--- config.mk ---
export PLATFORM = sky130hd
export DESIGN_NAME = smo_pair_scheduler_flat
export DESIGN_NICKNAME = d
export VERILOG_FILES = /design/src/rtl/smo_pair_scheduler_pkg.sv /design/src/rtl/smo_pair_scheduler_if.sv /design/src/rtl/smo_pair_scheduler_tracker.sv /design/src/rtl/smo_pair_scheduler.sv /design/src/flat_wrapper.sv
export SDC_FILE = /design/constraint.sdc
export NUM_CORES = 1
export LEC_CHECK = 0
export CAP_MARGIN = 5
export CORE_MARGIN = 3
export CORE_UTILIZATION = 45
export DETAILED_ROUTE_END_ITERATION = 8
export PLACE_DENSITY_LB_ADDON = 0.3
export SETUP_SLACK_MARGIN = 0.2
export SLEW_MARGIN = 10
export SYNTH_ARGS = -nofsm -noshare
export SYNTH_HDL_FRONTEND = slang
export SYNTH_HIERARCHICAL = 1
export SYNTH_SLANG_ARGS = --single-unit
--- constraint.sdc ---
create_clock -name clk -period 4.91 [get_ports clk]
set_input_delay 0.982 -clock clk [delete_from_list [all_inputs] [get_ports clk]]
set_output_delay 0.982 -clock clk [all_outputs]
set_load 0.05 [all_outputs]
--- src/rtl/smo_pair_scheduler_pkg.sv ---
// smo_pkg: shared widths, state encoding and score limits for the SMO pair scheduler.
package smo_pkg;
    localparam int IDX_W = 11;
    localparam int DATA_W = 64;
    localparam int CAL_TIMEOUT_DEF = 4096;
    localparam logic signed [DATA_W-1:0] TOL_DEF = 64'h0000_0000_0010_0000;
    localparam logic signed [DATA_W-1:0] SCORE_MIN = {1'b1, {(DATA_W-1){1'b0}}};
    localparam logic signed [DATA_W-1:0] SCORE_MAX = {1'b0, {(DATA_W-1){1'b1}}};
    typedef enum logic [7:0] {
        S_IDLE   = 8'h01,
        S_SCAN   = 8'h02,
        S_EVAL   = 8'h04,
        S_LAUNCH = 8'h08,
        S_WAIT   = 8'h10,
        S_WB1    = 8'h20,
        S_WB2    = 8'h40,
        S_DONE   = 8'h80
    } state_e;
endpackage

--- src/rtl/smo_pair_scheduler_if.sv ---
// smo_pair_scheduler_if: scheduler links to score RAM, alpha calculator and alpha RAM.
// cal_err exists only when SMO_CAL_WATCHDOG_EN is defined.
interface smo_pair_scheduler_if;
    import smo_pkg::*;
    logic                     start;
    logic [IDX_W-1:0]         n_vector;
    logic                     rd_en;
    logic [IDX_W-1:0]         rd_addr;
    logic signed [DATA_W-1:0] rd_score;
    logic                     rd_up;
    logic                     rd_low;
    logic                     cal_start;
    logic [IDX_W-1:0]         i_idx;
    logic [IDX_W-1:0]         j_idx;
    logic                     cal_finish;
    logic [DATA_W-1:0]        new_a1;
    logic [DATA_W-1:0]        new_a2;
    logic                     a_wr_en;
    logic [IDX_W-1:0]         a_wr_addr;
    logic [DATA_W-1:0]        a_wr_data;
    logic                     busy;
    logic                     finish;
    logic                     converged;
    logic                     timeout;
    logic [15:0]              iter_count;
`ifdef SMO_CAL_WATCHDOG_EN
    logic                     cal_err;
`endif
    modport master (
        input  start, n_vector, rd_score, rd_up, rd_low, cal_finish, new_a1, new_a2,
        output rd_en, rd_addr, cal_start, i_idx, j_idx, a_wr_en, a_wr_addr, a_wr_data,
               busy, finish, converged, timeout, iter_count
`ifdef SMO_CAL_WATCHDOG_EN
        , cal_err
`endif
    );
    modport slave (
        output start, n_vector, rd_score, rd_up, rd_low, cal_finish, new_a1, new_a2,
        input  rd_en, rd_addr, cal_start, i_idx, j_idx, a_wr_en, a_wr_addr, a_wr_data,
               busy, finish, converged, timeout, iter_count
`ifdef SMO_CAL_WATCHDOG_EN
        , cal_err
`endif
    );
endinterface

--- src/rtl/smo_pair_scheduler_tracker.sv ---
// smo_extreme_tracker: streaming argmax over I_up and argmin over I_low; strict compare keeps the lower index on ties.
module smo_extreme_tracker
    import smo_pkg::*;
(
    input  logic                     clk,
    input  logic                     rst_,
    input  logic                     clr_i,
    input  logic                     vld_i,
    input  logic [IDX_W-1:0]         idx_i,
    input  logic signed [DATA_W-1:0] score_i,
    input  logic                     up_i,
    input  logic                     low_i,
    output logic signed [DATA_W-1:0] max_up_o,
    output logic signed [DATA_W-1:0] min_low_o,
    output logic [IDX_W-1:0]         idx_up_o,
    output logic [IDX_W-1:0]         idx_low_o,
    output logic                     have_up_o,
    output logic                     have_low_o
);
    logic signed [DATA_W-1:0] max_q, min_q;
    logic [IDX_W-1:0]         iup_q, ilow_q;
    logic                     hup_q, hlow_q;
    logic                     upd_up, upd_low;

    always_comb begin
        upd_up  = vld_i && up_i && score_i > max_q;
        upd_low = vld_i && low_i && score_i < min_q;
    end

    always_ff @(posedge clk) begin
        if (!rst_) begin
            max_q  <= '0;
            min_q  <= '0;
            iup_q  <= '0;
            ilow_q <= '0;
            hup_q  <= 1'b0;
            hlow_q <= 1'b0;
        end else if (clr_i) begin
            max_q  <= SCORE_MIN;
            min_q  <= SCORE_MAX;
            hup_q  <= 1'b0;
            hlow_q <= 1'b0;
        end else begin
            if (upd_up) begin
                max_q <= score_i;
                iup_q <= idx_i;
                hup_q <= 1'b1;
            end
            if (upd_low) begin
                min_q  <= score_i;
                ilow_q <= idx_i;
                hlow_q <= 1'b1;
            end
        end
    end

    assign max_up_o   = max_q;
    assign min_low_o  = min_q;
    assign idx_up_o   = iup_q;
    assign idx_low_o  = ilow_q;
    assign have_up_o  = hup_q;
    assign have_low_o = hlow_q;
endmodule

--- src/rtl/smo_pair_scheduler.sv ---
// smo_pair_scheduler: SMO outer loop - scan scores, pick max-violating pair, launch calculator, write alphas back.
// Optional calculator watchdog (cal_err) enabled by SMO_CAL_WATCHDOG_EN.
module smo_pair_scheduler
    import smo_pkg::*;
#(
    parameter logic signed [DATA_W-1:0] TOL = TOL_DEF,
    parameter logic [15:0] MAX_ITER = 16'd1000
`ifdef SMO_CAL_WATCHDOG_EN
    , parameter int CAL_TIMEOUT = CAL_TIMEOUT_DEF
`endif
) (
    input logic                  clk,
    input logic                  rst_,
    smo_pair_scheduler_if.master bus
);
    localparam logic signed [DATA_W:0] TOL_X = {TOL[DATA_W-1], TOL};

    state_e                   state_q, state_d;
    logic [IDX_W-1:0]         n_q, n_d, cnt_q, cnt_d, i_q, i_d, j_q, j_d, vidx_q;
    logic [DATA_W-1:0]        a1_q, a1_d, a2_q, a2_d;
    logic [15:0]              iter_q, iter_d;
    logic                     conv_q, conv_d, tmo_q, tmo_d;
    logic                     vld_q, clr, rd_en;
    logic [IDX_W-1:0]         rd_addr, idx_up, idx_low;
    logic signed [DATA_W-1:0] max_up, min_low;
    logic                     have_up, have_low;
    logic signed [DATA_W:0]   gap;
`ifdef SMO_CAL_WATCHDOG_EN
    logic [31:0]              wd_q, wd_d;
    logic                     err_q, err_d;
`endif

    smo_extreme_tracker u_trk (
        .clk       (clk),
        .rst_      (rst_),
        .clr_i     (clr),
        .vld_i     (vld_q),
        .idx_i     (vidx_q),
        .score_i   (bus.rd_score),
        .up_i      (bus.rd_up),
        .low_i     (bus.rd_low),
        .max_up_o  (max_up),
        .min_low_o (min_low),
        .idx_up_o  (idx_up),
        .idx_low_o (idx_low),
        .have_up_o (have_up),
        .have_low_o(have_low)
    );

    // Sign-extend to 65 bits so extreme scores cannot wrap the gap.
    assign gap     = $signed({max_up[DATA_W-1], max_up}) - $signed({min_low[DATA_W-1], min_low});
    assign rd_en   = state_q == S_SCAN && cnt_q < n_q;
    assign rd_addr = rd_en ? cnt_q : '0;

    always_comb begin
        state_d = state_q;
        n_d     = n_q;
        cnt_d   = cnt_q;
        i_d     = i_q;
        j_d     = j_q;
        a1_d    = a1_q;
        a2_d    = a2_q;
        iter_d  = iter_q;
        conv_d  = conv_q;
        tmo_d   = tmo_q;
        clr     = 1'b0;
`ifdef SMO_CAL_WATCHDOG_EN
        wd_d    = wd_q;
        err_d   = err_q;
`endif
        case (state_q)
            S_IDLE: if (bus.start) begin
                n_d     = bus.n_vector;
                cnt_d   = '0;
                iter_d  = '0;
                tmo_d   = 1'b0;
                conv_d  = bus.n_vector == '0;
                clr     = 1'b1;
                state_d = bus.n_vector == '0 ? S_DONE : S_SCAN;
`ifdef SMO_CAL_WATCHDOG_EN
                err_d   = 1'b0;
`endif
            end
            S_SCAN: begin
                cnt_d   = cnt_q + 1'b1;
                state_d = cnt_q == n_q ? S_EVAL : S_SCAN;
            end
            S_EVAL: if (!have_up || !have_low || gap <= TOL_X) begin
                conv_d  = 1'b1;
                state_d = S_DONE;
            end else begin
                i_d     = idx_up;
                j_d     = idx_low;
                state_d = S_LAUNCH;
            end
            S_LAUNCH: begin
                state_d = S_WAIT;
`ifdef SMO_CAL_WATCHDOG_EN
                wd_d    = '0;
`endif
            end
            S_WAIT: if (bus.cal_finish) begin
                a1_d    = bus.new_a1;
                a2_d    = bus.new_a2;
                state_d = S_WB1;
            end
`ifdef SMO_CAL_WATCHDOG_EN
            else if (wd_q == 32'(CAL_TIMEOUT - 1)) begin
                err_d   = 1'b1;
                state_d = S_DONE;
            end else begin
                wd_d    = wd_q + 1'b1;
            end
`endif
            S_WB1: state_d = S_WB2;
            S_WB2: begin
                iter_d  = iter_q + 16'd1;
                tmo_d   = iter_d == MAX_ITER;
                cnt_d   = '0;
                clr     = iter_d != MAX_ITER;
                state_d = iter_d == MAX_ITER ? S_DONE : S_SCAN;
            end
            default: state_d = S_IDLE;
        endcase
    end

    always_ff @(posedge clk) begin
        if (!rst_) begin
            state_q <= S_IDLE;
            n_q     <= '0;
            cnt_q   <= '0;
            i_q     <= '0;
            j_q     <= '0;
            a1_q    <= '0;
            a2_q    <= '0;
            iter_q  <= '0;
            conv_q  <= 1'b0;
            tmo_q   <= 1'b0;
            vld_q   <= 1'b0;
            vidx_q  <= '0;
`ifdef SMO_CAL_WATCHDOG_EN
            wd_q    <= '0;
            err_q   <= 1'b0;
`endif
        end else begin
            state_q <= state_d;
            n_q     <= n_d;
            cnt_q   <= cnt_d;
            i_q     <= i_d;
            j_q     <= j_d;
            a1_q    <= a1_d;
            a2_q    <= a2_d;
            iter_q  <= iter_d;
            conv_q  <= conv_d;
            tmo_q   <= tmo_d;
            vld_q   <= rd_en;
            vidx_q  <= rd_addr;
`ifdef SMO_CAL_WATCHDOG_EN
            wd_q    <= wd_d;
            err_q   <= err_d;
`endif
        end
    end

    assign bus.rd_en      = rd_en;
    assign bus.rd_addr    = rd_addr;
    assign bus.cal_start  = state_q == S_LAUNCH;
    assign bus.i_idx      = i_q;
    assign bus.j_idx      = j_q;
    assign bus.a_wr_en    = state_q == S_WB1 || state_q == S_WB2;
    assign bus.a_wr_addr  = state_q == S_WB1 ? i_q : state_q == S_WB2 ? j_q : '0;
    assign bus.a_wr_data  = state_q == S_WB1 ? a1_q : state_q == S_WB2 ? a2_q : '0;
    assign bus.busy       = state_q != S_IDLE;
    assign bus.finish     = state_q == S_DONE;
    assign bus.converged  = conv_q;
    assign bus.timeout    = tmo_q;
    assign bus.iter_count = iter_q;
`ifdef SMO_CAL_WATCHDOG_EN
    assign bus.cal_err    = err_q;
`endif
endmodule
--- src/flat_wrapper.sv ---
// flat-port wrapper written by rule: the top's interface ports become plain ports
module smo_pair_scheduler_flat import smo_pkg::*;
#(
    parameter logic signed [DATA_W-1:0] TOL = TOL_DEF,
    parameter logic [15:0] MAX_ITER = 16'd1000

)
  (clk, rst_, bus_start, bus_n_vector, bus_rd_score, bus_rd_up, bus_rd_low, bus_cal_finish, bus_new_a1, bus_new_a2, bus_rd_en, bus_rd_addr, bus_cal_start, bus_i_idx, bus_j_idx, bus_a_wr_en, bus_a_wr_addr, bus_a_wr_data, bus_busy, bus_finish, bus_converged, bus_timeout, bus_iter_count);
  smo_pair_scheduler_if bus_i ();
  input logic clk;
  input logic rst_;
  input wire logic [$bits(bus_i.start)-1:0] bus_start;
  input wire logic [$bits(bus_i.n_vector)-1:0] bus_n_vector;
  input wire logic [$bits(bus_i.rd_score)-1:0] bus_rd_score;
  input wire logic [$bits(bus_i.rd_up)-1:0] bus_rd_up;
  input wire logic [$bits(bus_i.rd_low)-1:0] bus_rd_low;
  input wire logic [$bits(bus_i.cal_finish)-1:0] bus_cal_finish;
  input wire logic [$bits(bus_i.new_a1)-1:0] bus_new_a1;
  input wire logic [$bits(bus_i.new_a2)-1:0] bus_new_a2;
  output wire logic [$bits(bus_i.rd_en)-1:0] bus_rd_en;
  output wire logic [$bits(bus_i.rd_addr)-1:0] bus_rd_addr;
  output wire logic [$bits(bus_i.cal_start)-1:0] bus_cal_start;
  output wire logic [$bits(bus_i.i_idx)-1:0] bus_i_idx;
  output wire logic [$bits(bus_i.j_idx)-1:0] bus_j_idx;
  output wire logic [$bits(bus_i.a_wr_en)-1:0] bus_a_wr_en;
  output wire logic [$bits(bus_i.a_wr_addr)-1:0] bus_a_wr_addr;
  output wire logic [$bits(bus_i.a_wr_data)-1:0] bus_a_wr_data;
  output wire logic [$bits(bus_i.busy)-1:0] bus_busy;
  output wire logic [$bits(bus_i.finish)-1:0] bus_finish;
  output wire logic [$bits(bus_i.converged)-1:0] bus_converged;
  output wire logic [$bits(bus_i.timeout)-1:0] bus_timeout;
  output wire logic [$bits(bus_i.iter_count)-1:0] bus_iter_count;
  assign bus_i.start = bus_start;
  assign bus_i.n_vector = bus_n_vector;
  assign bus_i.rd_score = bus_rd_score;
  assign bus_i.rd_up = bus_rd_up;
  assign bus_i.rd_low = bus_rd_low;
  assign bus_i.cal_finish = bus_cal_finish;
  assign bus_i.new_a1 = bus_new_a1;
  assign bus_i.new_a2 = bus_new_a2;
  assign bus_rd_en = bus_i.rd_en;
  assign bus_rd_addr = bus_i.rd_addr;
  assign bus_cal_start = bus_i.cal_start;
  assign bus_i_idx = bus_i.i_idx;
  assign bus_j_idx = bus_i.j_idx;
  assign bus_a_wr_en = bus_i.a_wr_en;
  assign bus_a_wr_addr = bus_i.a_wr_addr;
  assign bus_a_wr_data = bus_i.a_wr_data;
  assign bus_busy = bus_i.busy;
  assign bus_finish = bus_i.finish;
  assign bus_converged = bus_i.converged;
  assign bus_timeout = bus_i.timeout;
  assign bus_iter_count = bus_i.iter_count;
  smo_pair_scheduler #(.TOL(TOL), .MAX_ITER(MAX_ITER)) u_core (.clk(clk), .rst_(rst_), .bus(bus_i));
endmodule
=== After elaboration in Yosys (flattened, before gate mapping) ===
Index checks and enable logic that the tools add are counted.

* Bits in registers: 362
* Bits of input ports: 209
* Output and inout bits: 131
* Logic and storage cells: 98

* Add/sub/neg operators: 3
* $lt $le $gt $ge: 4
* Equal/unequal tests: 15
* Muxes and demuxes: 27
* Bitwise operators: 3
* Reduce and logical (&&, ||, !) cells: 26

{| class="wikitable"
|+ Operators by type and width
! operator !! count
|-
| 64-bit two-way mux || 4
|-
| 63-bit two-way mux || 2
|-
| 65-bit by 22-bit less-or-equal comparator with 1-bit output, second input constant || 1
|-
| 64-bit by 64-bit subtractor with 65-bit output || 1
|-
| 64-bit > comparator || 1
|-
| 64-bit less-than comparator || 1
|-
| 8-bit one-hot mux with 7 select lines || 1
|-
| 11-bit two-way mux || 4
|-
| 8-bit two-way mux || 5
|-
| 11-bit one-hot mux with 3 select lines || 1
|-
| 16-bit one-hot mux with 2 select lines || 1
|-
| 16-bit by 1-bit adder with 16-bit output, second input constant || 1
|-
| 16-bit by 10-bit == test with 1-bit output, second input constant || 1
|-
| 16-bit two-way mux || 1
|-
| 16-bit by 10-bit inequality test with 1-bit output, second input constant || 1
|-
| 2-bit AND reduction || 8
|-
| 11-bit by 1-bit adder with 11-bit output, second input constant || 1
|-
| 11-bit == test || 1
|-
| 11-bit zero test || 1
|-
| 11-bit less-than comparator || 1
|-
| 8-bit by 1-bit == test with 1-bit output, second input constant || 1
|-
| 8-bit by 2-bit == test with 1-bit output, second input constant || 1
|-
| 8-bit by 3-bit == test with 1-bit output, second input constant || 1
|-
| 8-bit by 4-bit == test with 1-bit output, second input constant || 1
|-
| 18 further kinds || 36
|}

=== Longest topological paths before layout ===
* Depth in word-level cells: 5
* Depth in mapped cells: 18
* Mapped depth without buffers: 15

=== Hierarchy ===
The synthesis kept the hierarchy.

{| class="wikitable"
|+ Modules (own cells, without submodules)
! module !! times used !! cells an instance !! area each (um2)
|-
| smo_pair_scheduler || 1 || 1884 || 14058.5
|-
| smo_extreme_tracker || 1 || 1126 || 9003.6
|}

=== Worst setup path after synthesis ===
OpenSTA, ideal clock, no wires.

* Kind: register to output
* Start: register u_core.cnt_q[1]
* End: output port bus_rd_addr[1]
* Data arrival time: 3.475 ns
* Setup slack: 0.453 ns
* Cell stages (with the launch flop): 16
* Buffers on the path: 1
* Path through: dfxtp_1 ha_1 nor2b_1 o21a_1 o21a_1 o21a_1 o21a_1 o21ai_0 nand2b_1 a21oi_1 nor2b_1 o21ai_0 nand2b_1 a211oi_1 clkbuf_1 and2_1

* Word-level cells in the longest chain between the ends: 3

{| class="wikitable"
|+ RTL lines
! item !! RTL line !! RTL
|-
| start: declaration || smo_pair_scheduler.sv:19 || <nowiki>logic [IDX_W-1:0] n_q, n_d, cnt_q, cnt_d, i_q, i_d, j_q, j_d, vidx_q;</nowiki>
|-
| start signal: assignment || smo_pair_scheduler.sv:148 || <nowiki>cnt_q <= cnt_d;</nowiki>
|-
| 11-bit less-than comparator || smo_pair_scheduler.sv:52 || <nowiki>assign rd_en = state_q == S_SCAN && cnt_q < n_q;</nowiki>
|-
| 1-bit logical AND || smo_pair_scheduler.sv:52 ||
|-
| via bus_rd_en || flat_wrapper.sv:20 || <nowiki>output wire logic [$bits(bus_i.rd_en)-1:0] bus_rd_en;</nowiki>
|-
| 11-bit two-way mux || smo_pair_scheduler.sv:53 || <nowiki>assign rd_addr = rd_en ? cnt_q : '0;</nowiki>
|-
| end: declaration || flat_wrapper.sv:21 || <nowiki>output wire logic [$bits(bus_i.rd_addr)-1:0] bus_rd_addr;</nowiki>
|}

The timed path passes the listed nets, and every way through them passes these cells.

=== Worst setup path after layout ===
* Start: register u_core.u_trk.min_q[4], in the netlist u_core/u_trk/min_low_o[4]
* End: register u_core.i_q[6], in the netlist u_core/bus.i_idx[6]

* Word-level cells in the longest chain between the ends: 5

{| class="wikitable"
|+ RTL lines
! item !! RTL line !! RTL
|-
| start: declaration || smo_pair_scheduler_tracker.sv:20 || <nowiki>logic signed [DATA_W-1:0] max_q, min_q;</nowiki>
|-
| start signal: assignment || smo_pair_scheduler_tracker.sv:50 || <nowiki>min_q <= score_i;</nowiki>
|-
| 64-bit by 64-bit subtractor with 65-bit output || smo_pair_scheduler.sv:51 || <nowiki>assign gap = $signed({max_up[DATA_W-1], max_up}) - $signed({min_low[DATA_W-1], min_low});</nowiki>
|-
| 65-bit by 22-bit less-or-equal comparator with 1-bit output || smo_pair_scheduler.sv:88 || <nowiki>S_EVAL: if (!have_up || !have_low || gap <= TOL_X) begin</nowiki>
|-
| 1-bit logical OR || smo_pair_scheduler.sv:88 ||
|-
| 1-bit inverter (no line) || -- ||
|-
| 2-bit AND reduction (no line) || -- ||
|-
| end signal: assignment || smo_pair_scheduler.sv:149 || <nowiki>i_q <= i_d;</nowiki>
|-
| end: declaration || smo_pair_scheduler.sv:19 ||
|}

No other way between the ends.
A chain may end at the register's enable or synchronous reset.

==> results.ini <==
[route]
drc_errors = 0
dr_wl_met3_mm = 6.29
firstDrtPassIters = 5
viasPerCell = 5.83
m1WireLength_mm = 31.4
top_layer = met5
wire_per_inst_um = 19.6
drt_wl_total_mm = 78.0
drtAntennaViolNets = 0
met2_length_mm = 38.1
vias = 23197
first_iter_violations = 1563

[cells_and_area]
postLayoutCellArea_um2 = 28800
layout-drive-gt1-share_pct = 5.42
fin_nets = 3684
fin_util_pct = 57.1
final_cell_count_no_fill = 3981
syn_to_final_growth_pct = 24.7

[place]
dpl_cell_area_um2 = 27200
dpl.cell_count = 3895
dp_hpwl_mm = 58.7
io_buffer_count = 339
globalplace.congestion = 0.987

[cts]
cts_buffers = 42
insertion_delay_ps = 590
cts.hold.buffers_added = 0
cts_tree = done
h-tree-depth = 2
cts_sinks = 362
ctsRootBufferMaster = clkbuf_16
clockBufferDepth = 3
clk_pin_slew_ps = 60

[floorplan]
fp.dieArea_um2 = 54000
chipWidth_um = 232
core_um2 = 50400
die_h_um = 232
ios = 340
row_count = 82
initial_utilization_pct = 45.8

[pwr]
power.leakage_nw = 10.9
switching_share_pct = 32.8
ir_drop_mv = 0.313
combPwrFrac_pct = 26.6
p_sw_w = 0.00291
seqPwrFrac_pct = 36.0
clkPwrFrac_pct = 37.4
power.density_nw_per_um2 = 308
power.internal_w = 0.00594

[setup_path]
crit_end = u_core/bus.i_idx[6]
crit_type = reg -> reg
timing.critical_path.to_type = flop
cp_max_fo = 24
regToRegStartpoint = u_core/u_trk/min_low_o[4]
crit_required_ps = 5380
rr_worst_depth = 18
r2r_end = u_core/bus.i_idx[6]
ff2ff_setup_slack_ps = 310
crit_arrival_ps = 5060
crit_path_start_kind = flop
startpoint = u_core/u_trk/min_low_o[4]

[logic_synthesis]
synth_area_leaders = dfxtp_1 31%, ha_1 11%, nand2_1 8.5%, a21oi_1 6.0%, a21boi_0 5.9%
ys_ff_latch = 362
seq_area_frac_synth_pct = 31.4
syn_inst = 3010
synth_ff_type = dfxtp_1
ys_warn_count = 6
synth_area_um2 = 23100
yosys.area.top_type_share_pct = 31.4
yosysTopAreaCell = dfxtp_1
synth-edff-count = 0
syn_avg_cell_area_um2 = 7.66
ys_types = 80
syn_nets = 3423
ys_async_sr_fraction_pct = 0

[grt]
grt_max_degree = 107
grt_usage_pct = 27.9
antenna_found_initial = 8
grt_pass1_wl_mm = 122
grt_overflow = 0
first_global_vias = 22801

[flow_run]
max-cap-violations = 0

[sta]
holdWs_ps = 457
fmax_mhz = 218
fin_crit_sh_pct = 93.6
min_period_ps = 4600
skew_ps = 15.1
finalSetupViolations = 0
hold_violations = 0
max-slew-margin-rel_pct = 18.0
grt_setup_unrepaired = true
setup_tns_ps = 0
worst_pin_slew_ps = 1230
slew_viol_final = 0

[run_status]
status = finished clean

[min_path]
hp-class = reg -> reg

-- layer usage --
layer | GRT usage (%) | up-vias
li1 | - | 11144
met1 | 33.8 | 11114
met2 | 48.7 | 792
met3 | 6.73 | 137
met4 | 8.81 | 10
met5 | 0 | -
-- cell usage after synthesis (all sizes together), types with 67 or more instances --
library cell and count:
ha 204, a21oi 278, inv 226, a22o 77
nor2 95, o21ai 173, clkbuf 144, dfxtp 362
nand4 67, nand2 524, nand3 108, a21boi 214
-- registers in the layout, indices dropped and copies added, names as in the netlist, 16 cells and up --
register                flops
u_core/a2_q                64
u_core/bus.iter_count      16
u_core/a1_q                64
u_core/u_trk/max_up_o      64
u_core/u_trk/min_low_o     64
-- worst min path at each step --
stage,slack (ps),to,start,depth (start not counted)
2_1_floorplan,430,u_core/u_trk/idx_low_o[0],u_core/u_trk/idx_low_o[0],2
3_3_place_gp,440,u_core/u_trk/idx_up_o[9],u_core/u_trk/idx_up_o[9],2
3_5_place_dp,450,u_core/u_trk/idx_low_o[0],u_core/u_trk/idx_low_o[0],2
4_1_cts,460,u_core/u_trk/idx_low_o[0],u_core/u_trk/idx_low_o[0],2
5_1_grt,470,u_core/u_trk/idx_up_o[10],u_core/u_trk/idx_up_o[10],2
6_report,460,u_core/u_trk/idx_low_o[0],u_core/u_trk/idx_low_o[0],2
-- per-stage QoR --
stage / setup WS (ps) / power, W
final: 314 / 0.00885
after CTS: 238 / 0.00886
after floorplan: 453 / 0.00475
after detailed placement: 184 / 0.00553
after global placement: 275 / 0.00548
after global routing: 197 / 0.00929
-- worst max-delay path: stages (launching register included) --
cell and delay, ps:
dfxtp_1 350, inv_1 70, ha_1 430, a21oi_1 170, and2_1 190, a22o_1 270, o21ai_2 280, a21oi_1 210
o21a_1 260, buf_4 160, o41ai_1 410, xor2_1 140, or3_1 500, nor4_4 240, buf_4 200, a31oi_4 100
buf_12 180, mux2i_1 220, nor2b_1 80
-- power groups by stage --
stage          Sequential, W  Combinational [W]  Clock [W]
5_1_grt              0.00320            0.00261    0.00348
2_1_floorplan        0.00322            0.00154          0
3_5_place_dp         0.00325            0.00229          0
6_report             0.00318            0.00236    0.00331
4_1_cts              0.00318            0.00231    0.00337
3_3_place_gp         0.00324            0.00224          0
-- layout by cell type (no fill, tap or decap), drive strengths merged, types with 7 or more instances in the layout --
| cell | instances |
|---|---|
| a211oi | 14 |
| a21boi | 214 |
| a21o | 25 |
| a21oi | 278 |
| a221oi | 7 |
| a22o | 77 |
| a31oi | 14 |
| and2 | 34 |
| and3 | 29 |
| and4 | 9 |
| buf | 69 |
| clkbuf | 62 |
| clkdlybuf4s50 | 326 |
| clkinv | 11 |
| dfxtp | 362 |
| ha | 204 |
| inv | 226 |
| mux2i | 49 |
| nand2 | 524 |
| nand2b | 12 |
| nand3 | 108 |
| nand4 | 67 |
| nor2 | 95 |
| nor2b | 36 |
| nor3 | 36 |
| nor4 | 22 |
| o211ai | 23 |
| o21a | 31 |
| o21ai | 173 |
| o22ai | 9 |
| o31ai | 7 |
| or3 | 14 |
| or4 | 12 |
| xnor2 | 16 |
| xor2 | 25 |
-- cells by family after synthesis --
logic type	count (synthesis)	share of synthesized area, %
buffers and inverters	404	6.78
and+or+nand+nor	1021	20.8
adders and majority gates	204	11.1
DFF	362	31.4
AOI/OAI and AO/OA	927	26.2
muxes	51	2.22
xor gates and xnor gates	41	1.56
-- timing repair --
action                     in CTS  in global routing
hold endpoints to repair        0                  0
setup buffers                   0                  4
gates resized for setup         1                  9
setup endpoints to repair       2                 35
pin swaps                       0                  3
-- final cells by class --
class                      count  area, um2
antenna                        4       10.0
timing repair buffer         395       4000
inverter                     226        848
fill                        4586      21600
multi-input combinational   2244      14300
clock inverter                16        236
tap                          672        841
sequential                   362       7250
clock buffer                  62       1240
Power figures use the tool's default switching activity.
